--- config.mk ---
export PLATFORM = sky130hd
export DESIGN_NAME = genius_input_capture
export DESIGN_NICKNAME = d
export VERILOG_FILES = /design/src/rtl/genius_pkg.sv /design/src/rtl/genius_sync2.sv /design/src/rtl/genius_input_capture.sv
export SDC_FILE = /design/constraint.sdc
export NUM_CORES = 1
export LEC_CHECK = 0
export ABC_AREA = 1
export BUFFER_PORTS_ARGS = -buffer_cell sky130_fd_sc_hd__buf_2
export CELL_PAD_IN_SITES_DETAIL_PLACEMENT = 1
export CELL_PAD_IN_SITES_GLOBAL_PLACEMENT = 2
export CORE_ASPECT_RATIO = 0.75
export CORE_MARGIN = 2
export CORE_UTILIZATION = 35
export DETAILED_ROUTE_END_ITERATION = 10
export PLACE_DENSITY = 0.9
export SLEW_MARGIN = 40
export SYNTH_ARGS = -nofsm -noshare
export SYNTH_HDL_FRONTEND = slang
export SYNTH_SLANG_ARGS = --single-unit
--- constraint.sdc ---
create_clock -name clock -period 4.5 [get_ports clock]
set_clock_uncertainty 0.15 [all_clocks]
set_input_delay 0.45 -clock clock [delete_from_list [all_inputs] [get_ports clock]]
set_output_delay 0.45 -clock clock [all_outputs]
set_load 0.01 [all_outputs]
--- src/rtl/genius_pkg.sv ---
// genius_pkg
//   Shared definitions for the genius game datapath: the 2-bit symbol codes
//   used by the input stage, the sequence storage and the game FSM; the
//   input-capture FSM state encoding; and a one-hot-to-symbol encoder.
package genius_pkg;

  localparam logic [1:0] SYM_ZERO = 2'b00;
  localparam logic [1:0] SYM_ONE  = 2'b01;
  localparam logic [1:0] SYM_TWO  = 2'b10;

  typedef enum logic [1:0] {
    IDLE        = 2'd0,
    DEB_PRESS   = 2'd1,
    HELD        = 2'd2,
    DEB_RELEASE = 2'd3
  } cap_state_t;

  // True when exactly one of the three button bits is set.
  function automatic logic is_onehot3(input logic [2:0] v);
    return (v == 3'b001) || (v == 3'b010) || (v == 3'b100);
  endfunction

  // Maps a one-hot pressed vector to its symbol; callers only use it on
  // one-hot inputs, anything else falls back to SYM_ZERO.
  function automatic logic [1:0] encode_onehot(input logic [2:0] v);
    case (v)
      3'b010:  return SYM_ONE;
      3'b100:  return SYM_TWO;
      default: return SYM_ZERO;
    endcase
  endfunction

endpackage

--- src/rtl/genius_sync2.sv ---
// genius_sync2
//   Two-flop synchronizer for asynchronous level inputs.
//   Ports:
//     clock      in  rising-edge clock
//     reset      in  asynchronous active-high reset
//     rst_level  in  [WIDTH-1:0] value both stages take during reset
//     d          in  [WIDTH-1:0] asynchronous inputs
//     q          out [WIDTH-1:0] synchronized outputs
module genius_sync2 #(
  parameter int WIDTH = 3
) (
  input  logic             clock,
  input  logic             reset,
  input  logic [WIDTH-1:0] rst_level,
  input  logic [WIDTH-1:0] d,
  output logic [WIDTH-1:0] q
);

  logic [WIDTH-1:0] meta;

  // NOTE: sequential state uses non-blocking assignments so every flop
  // samples the pre-edge value of its neighbour; blocking here would
  // collapse the two stages into one.
  always_ff @(posedge clock or posedge reset) begin
    if (reset) begin
      meta <= rst_level;
      q    <= rst_level;
    end else begin
      meta <= d;
      q    <= meta;
    end
  end

endmodule

--- src/rtl/genius_input_capture.sv ---
// genius_input_capture
//   Player-input stage for the genius game: synchronizes and debounces the
//   three buttons, reports each qualified press as a symbol with a one-cycle
//   valid pulse, flags simultaneous presses, and signals a response timeout.
//   Ports:
//     clock      in   rising-edge clock
//     reset      in   asynchronous active-high reset
//     bt0..bt2   in   raw asynchronous buttons
//     en         in   high while the game FSM accepts input
//     sym        out  [1:0] symbol of last qualified press (held between pulses)
//     sym_valid  out  one-cycle pulse, sym valid in the same cycle
//     multi_err  out  one-cycle pulse, more than one button qualified together
//     timeout    out  one-cycle pulse, no press within TIMEOUT_CYCLES while en=1
//     busy       out  high outside IDLE
module genius_input_capture
  import genius_pkg::*;
#(
  parameter int DEBOUNCE_CYCLES = 500000,
  parameter int TIMEOUT_CYCLES  = 250000000,
  parameter bit BTN_ACTIVE_LOW  = 1'b1
) (
  input  logic       clock,
  input  logic       reset,
  input  logic       bt0,
  input  logic       bt1,
  input  logic       bt2,
  input  logic       en,
  output logic [1:0] sym,
  output logic       sym_valid,
  output logic       multi_err,
  output logic       timeout,
  output logic       busy
);

  localparam int DW = $clog2(DEBOUNCE_CYCLES + 1);
  localparam int TW = (TIMEOUT_CYCLES > 0) ? $clog2(TIMEOUT_CYCLES + 1) : 1;
  localparam logic [DW-1:0] DCNT_LAST = DW'(DEBOUNCE_CYCLES - 1);
  localparam logic [TW-1:0] TCNT_FULL = TW'(TIMEOUT_CYCLES);
  localparam logic [TW-1:0] TCNT_LAST = TW'(TIMEOUT_CYCLES - 1);
  localparam logic [2:0]    REL_LEVEL = {3{BTN_ACTIVE_LOW}};

  logic [2:0]    sync_q;
  logic [2:0]    p;
  cap_state_t    state, state_next;
  logic [DW-1:0] dcnt, dcnt_next;
  logic [2:0]    cand, cand_next;
  logic          fire_sym, fire_multi;
  logic [TW-1:0] tcnt;

  genius_sync2 #(.WIDTH(3)) u_sync (
    .clock     (clock),
    .reset     (reset),
    .rst_level (REL_LEVEL),
    .d         ({bt2, bt1, bt0}),
    .q         (sync_q)
  );

  // Normalising register: p is 1 = pressed. This stage also sets the
  // press-to-pulse latency at DEBOUNCE_CYCLES+2 edges.
  always_ff @(posedge clock or posedge reset) begin
    if (reset) p <= '0;
    else       p <= BTN_ACTIVE_LOW ? ~sync_q : sync_q;
  end

  always_ff @(posedge clock or posedge reset) begin
    if (reset) begin
      state <= DEB_RELEASE;
      dcnt  <= '0;
      cand  <= '0;
    end else begin
      state <= state_next;
      dcnt  <= dcnt_next;
      cand  <= cand_next;
    end
  end

  // NOTE: every signal driven here gets a default before the case, so no
  // path leaves it unassigned and no latch is inferred.
  always_comb begin
    state_next = state;
    dcnt_next  = dcnt;
    cand_next  = cand;
    fire_sym   = 1'b0;
    fire_multi = 1'b0;
    case (state)
      IDLE: begin
        if (p != 3'b000) begin
          state_next = DEB_PRESS;
          cand_next  = p;
          dcnt_next  = DW'(1);
        end
      end
      DEB_PRESS: begin
        if (p != cand) begin
          state_next = IDLE;
          dcnt_next  = '0;
        end else if (dcnt == DCNT_LAST) begin
          state_next = HELD;
          dcnt_next  = '0;
          if (en) begin
            fire_sym   = is_onehot3(cand);
            fire_multi = !is_onehot3(cand);
          end
        end else begin
          dcnt_next = dcnt + DW'(1);
        end
      end
      HELD: begin
        // Changes between nonzero patterns are ignored until full release.
        if (p == 3'b000) begin
          state_next = DEB_RELEASE;
          dcnt_next  = DW'(1);
        end
      end
      DEB_RELEASE: begin
        // A renewed press wins over an expiring release count.
        if (p != 3'b000) begin
          state_next = HELD;
          dcnt_next  = '0;
        end else if (dcnt == DCNT_LAST) begin
          state_next = IDLE;
          dcnt_next  = '0;
        end else begin
          dcnt_next = dcnt + DW'(1);
        end
      end
      default: begin
        state_next = DEB_RELEASE;
        dcnt_next  = '0;
      end
    endcase
  end

  always_ff @(posedge clock or posedge reset) begin
    if (reset) begin
      sym       <= SYM_ZERO;
      sym_valid <= 1'b0;
      multi_err <= 1'b0;
    end else begin
      sym_valid <= fire_sym;
      multi_err <= fire_multi;
      if (fire_sym) sym <= encode_onehot(cand);
    end
  end

  // Timeout counter saturates at TIMEOUT_CYCLES so the pulse fires once
  // per enable window; a qualified press or en=0 rearms it.
  always_ff @(posedge clock or posedge reset) begin
    if (reset) begin
      tcnt    <= '0;
      timeout <= 1'b0;
    end else begin
      timeout <= 1'b0;
      if (!en || fire_sym || fire_multi) begin
        tcnt <= '0;
      end else if ((TIMEOUT_CYCLES > 0) && (state == IDLE) && (tcnt != TCNT_FULL)) begin
        tcnt <= tcnt + TW'(1);
        if (tcnt == TCNT_LAST) timeout <= 1'b1;
      end
    end
  end

  assign busy = (state != IDLE);

endmodule
==> results.json <==
{
  "clock_latency_ns": 0.34,
  "r2r_slack_ns": 2.19,
  "std_cell_rows": 34,
  "timing.fmax_ghz": 0.434,
  "crit_required_ns": 4.58,
  "post-cts-setup-buffer-count": 0,
  "die_h_um": 98.7,
  "syn_inst": 615,
  "finalHoldViolations": 0,
  "cts.htree.levels": 3,
  "area_delta_synth_final_pct": 12.5,
  "timing.hold.ws_ns": 0.0393,
  "cts_resized": 0,
  "postLayoutCoreUtil_pct": 40.6,
  "portBuffers": 11,
  "ys_types": 30,
  "setup_violations": 0,
  "dp_hpwl_um": 8530,
  "clock_sinks": 66,
  "p_per_area_nw_per_um2": 385,
  "synth.avg_cell_area_um2": 6.81,
  "grt_pass1_vias": 4159,
  "muxShareOfSynthArea_pct": 0,
  "synth-simple-area-share_pct": 42.2,
  "synth_xor_area_share_pct": 3.14,
  "drt_iter0_drc": 160,
  "drive_gt1_share_pct": 10.3,
  "insertedDiodeCount": 0,
  "grt_max_degree": 39,
  "place_congestion": 0.823,
  "crit_arrival_ns": 2.39,
  "fin_crit_sh_pct": 51.2,
  "numCtsBuffers": 9,
  "rr_worst_depth": 8,
  "end_kind": "register",
  "tns_ns": 0,
  "async_flop_share_pct": 100,
  "ant_nets": 0,
  "clk_path_buf_depth": 2,
  "final_common_cell": "nand2_1",
  "vias_per_cell": 4.89,
  "relSlewSlack_pct": 54.8,
  "nFillCells": 1528,
  "final_cell_mix": "202 x nand2_1, 89 x nor2_1, 77 x inv_1, 74 x nand3_1, 58 x dfrtp_1",
  "ys_seq_area_share_pct": 39.7,
  "cap_violations": 0,
  "ys.flop_type": "dfrtp_1",
  "power_uw": 1810,
  "synth_compound_area_share_pct": 3.62,
  "synth_top_family_by_area": "simple AND/OR/NAND/NOR gates",
  "layout_min_cycle_time_ns": 2.31,
  "ir_drop_uv": 227,
  "r2r_start": "dcnt[0]",
  "cp-start-kind": "register",
  "crit_type": "register to register",
  "cp_max_fo": 14,
  "grt_pass1_wl_um": 20200,
  "synth.cell_area_um2": 4190,
  "hold_path_class": "input port to async pin",
  "track_usage_pct": 20.1,
  "cts_tree": "built",
  "pin_count": 12,
  "syn_nets": 624,
  "synth-seq-cells": 66,
  "num_vias": 3875,
  "cts-root-buf": "clkbuf_16",
  "dieArea_um2": 12900,
  "clkTransAtPathRegs_ns": 0.06,
  "tightest_slew_ns": 0.678,
  "synthAdderAreaFrac_pct": 0.897,
  "overflow": 0,
  "dieWidth_um": 130,
  "status": "complete, no violations",
  "first_pass_iters": 4,
  "r2r-end": "dcnt[17]",
  "nets": 635,
  "wl_um": 11800,
  "leakage_uw": 0.00228,
  "core_um2": 11600,
  "hold_buffers": 0,
  "start_util_pct": 36.0,
  "grt_setup_unrepaired": "false",
  "wire_per_inst_um": 14.9,
  "synth_edf_count": 0,
  "drc": 0,
  "finalMaxSlewViolations": 0,
  "antenna_found_initial": 0,
  "yosysWarnings": 0
}
-- where the power goes --
group | switching [µW] | internal, µW
Sequential | 45.3 | 641
Clock | 285 | 501
Combinational | 266 | 73.2
-- registers in the layout, summed over array words and instances, names as in the netlist --
signal / cells
tcnt: 28
dcnt: 19
cand: 3
p: 3
u_sync.meta: 3
u_sync.q: 3
state: 2
sym: 2
multi_err: 1
sym_valid: 1
timeout: 1
-- cells in the mapped netlist (all sizes together), types with 3 or more instances --
master	count	area (µm²)
dfrtp	58	1450
inv	83	314
nor2	95	377
o21ai	21	113
buf	13	115
nor3	9	45.0
nand2	204	781
o22ai	3	18.8
nand3	85	480
nand4	11	68.8
ha	3	37.5
xor2	14	123
dfstp	8	210
-- through the flow --
stage               worst slack (ns)  instance area (µm²)  instances
finish                          2.19                 4710        793
global route                    2.02                 4710        793
CTS                             2.19                 4710        793
detailed placement              2.23                 4380        777
global placement                2.17                 4340        775
floorplan                       2.26                 4190        615
-- final cells by class --
class	count	area (µm²)	share of cell area [%]
clock inverter	6	90.1	1.91
inverter	84	319	6.77
multi-input combinational	451	2090	44.4
sequential	66	1660	35.3
clock buffer	10	239	5.07
tap	162	203	4.30
timing repair buffer	14	105	2.23
-- how the worst max path moves through the flow --
stage	start	end	slack [ns]	depth (start not counted)
after floorplan	reset	cand[0]	2.26	1
after global placement	dcnt[0]	tcnt[2]	2.17	8
after detailed placement	dcnt[0]	dcnt[17]	2.23	8
after CTS	dcnt[0]	dcnt[17]	2.19	8
after global routing	tcnt[0]	tcnt[22]	2.02	10
final	dcnt[0]	dcnt[17]	2.19	8
-- cells by family after synthesis --
logic type | count (synthesis)
flip-flops | 66
XOR/XNOR | 15
AND/OR/NAND/NOR | 406
AO/OA/AOI/OAI | 27
adder cells (fa/ha/maj) | 3
buffers and inverters | 98
-- routing by layer --
metal	global-route usage (%)	vias to the layer above	wire length, µm
li1	-	1939	-
met1	27.5	1879	5890
met2	32.2	45	5380
met3	4.99	12	384
met4	4.71	0	123
met5	0	-	0
-- critical path: stages, from the launching register on --
cell,delay [ns]
dfrtp_1,0.39
ha_1,0.24
nand2_1,0.09
nor2_1,0.20
nand3_2,0.17
nand2_1,0.49
inv_1,0.27
nand3_1,0.14
nand2_1,0.05
Note: power is estimated with default switching activity, not from simulation.
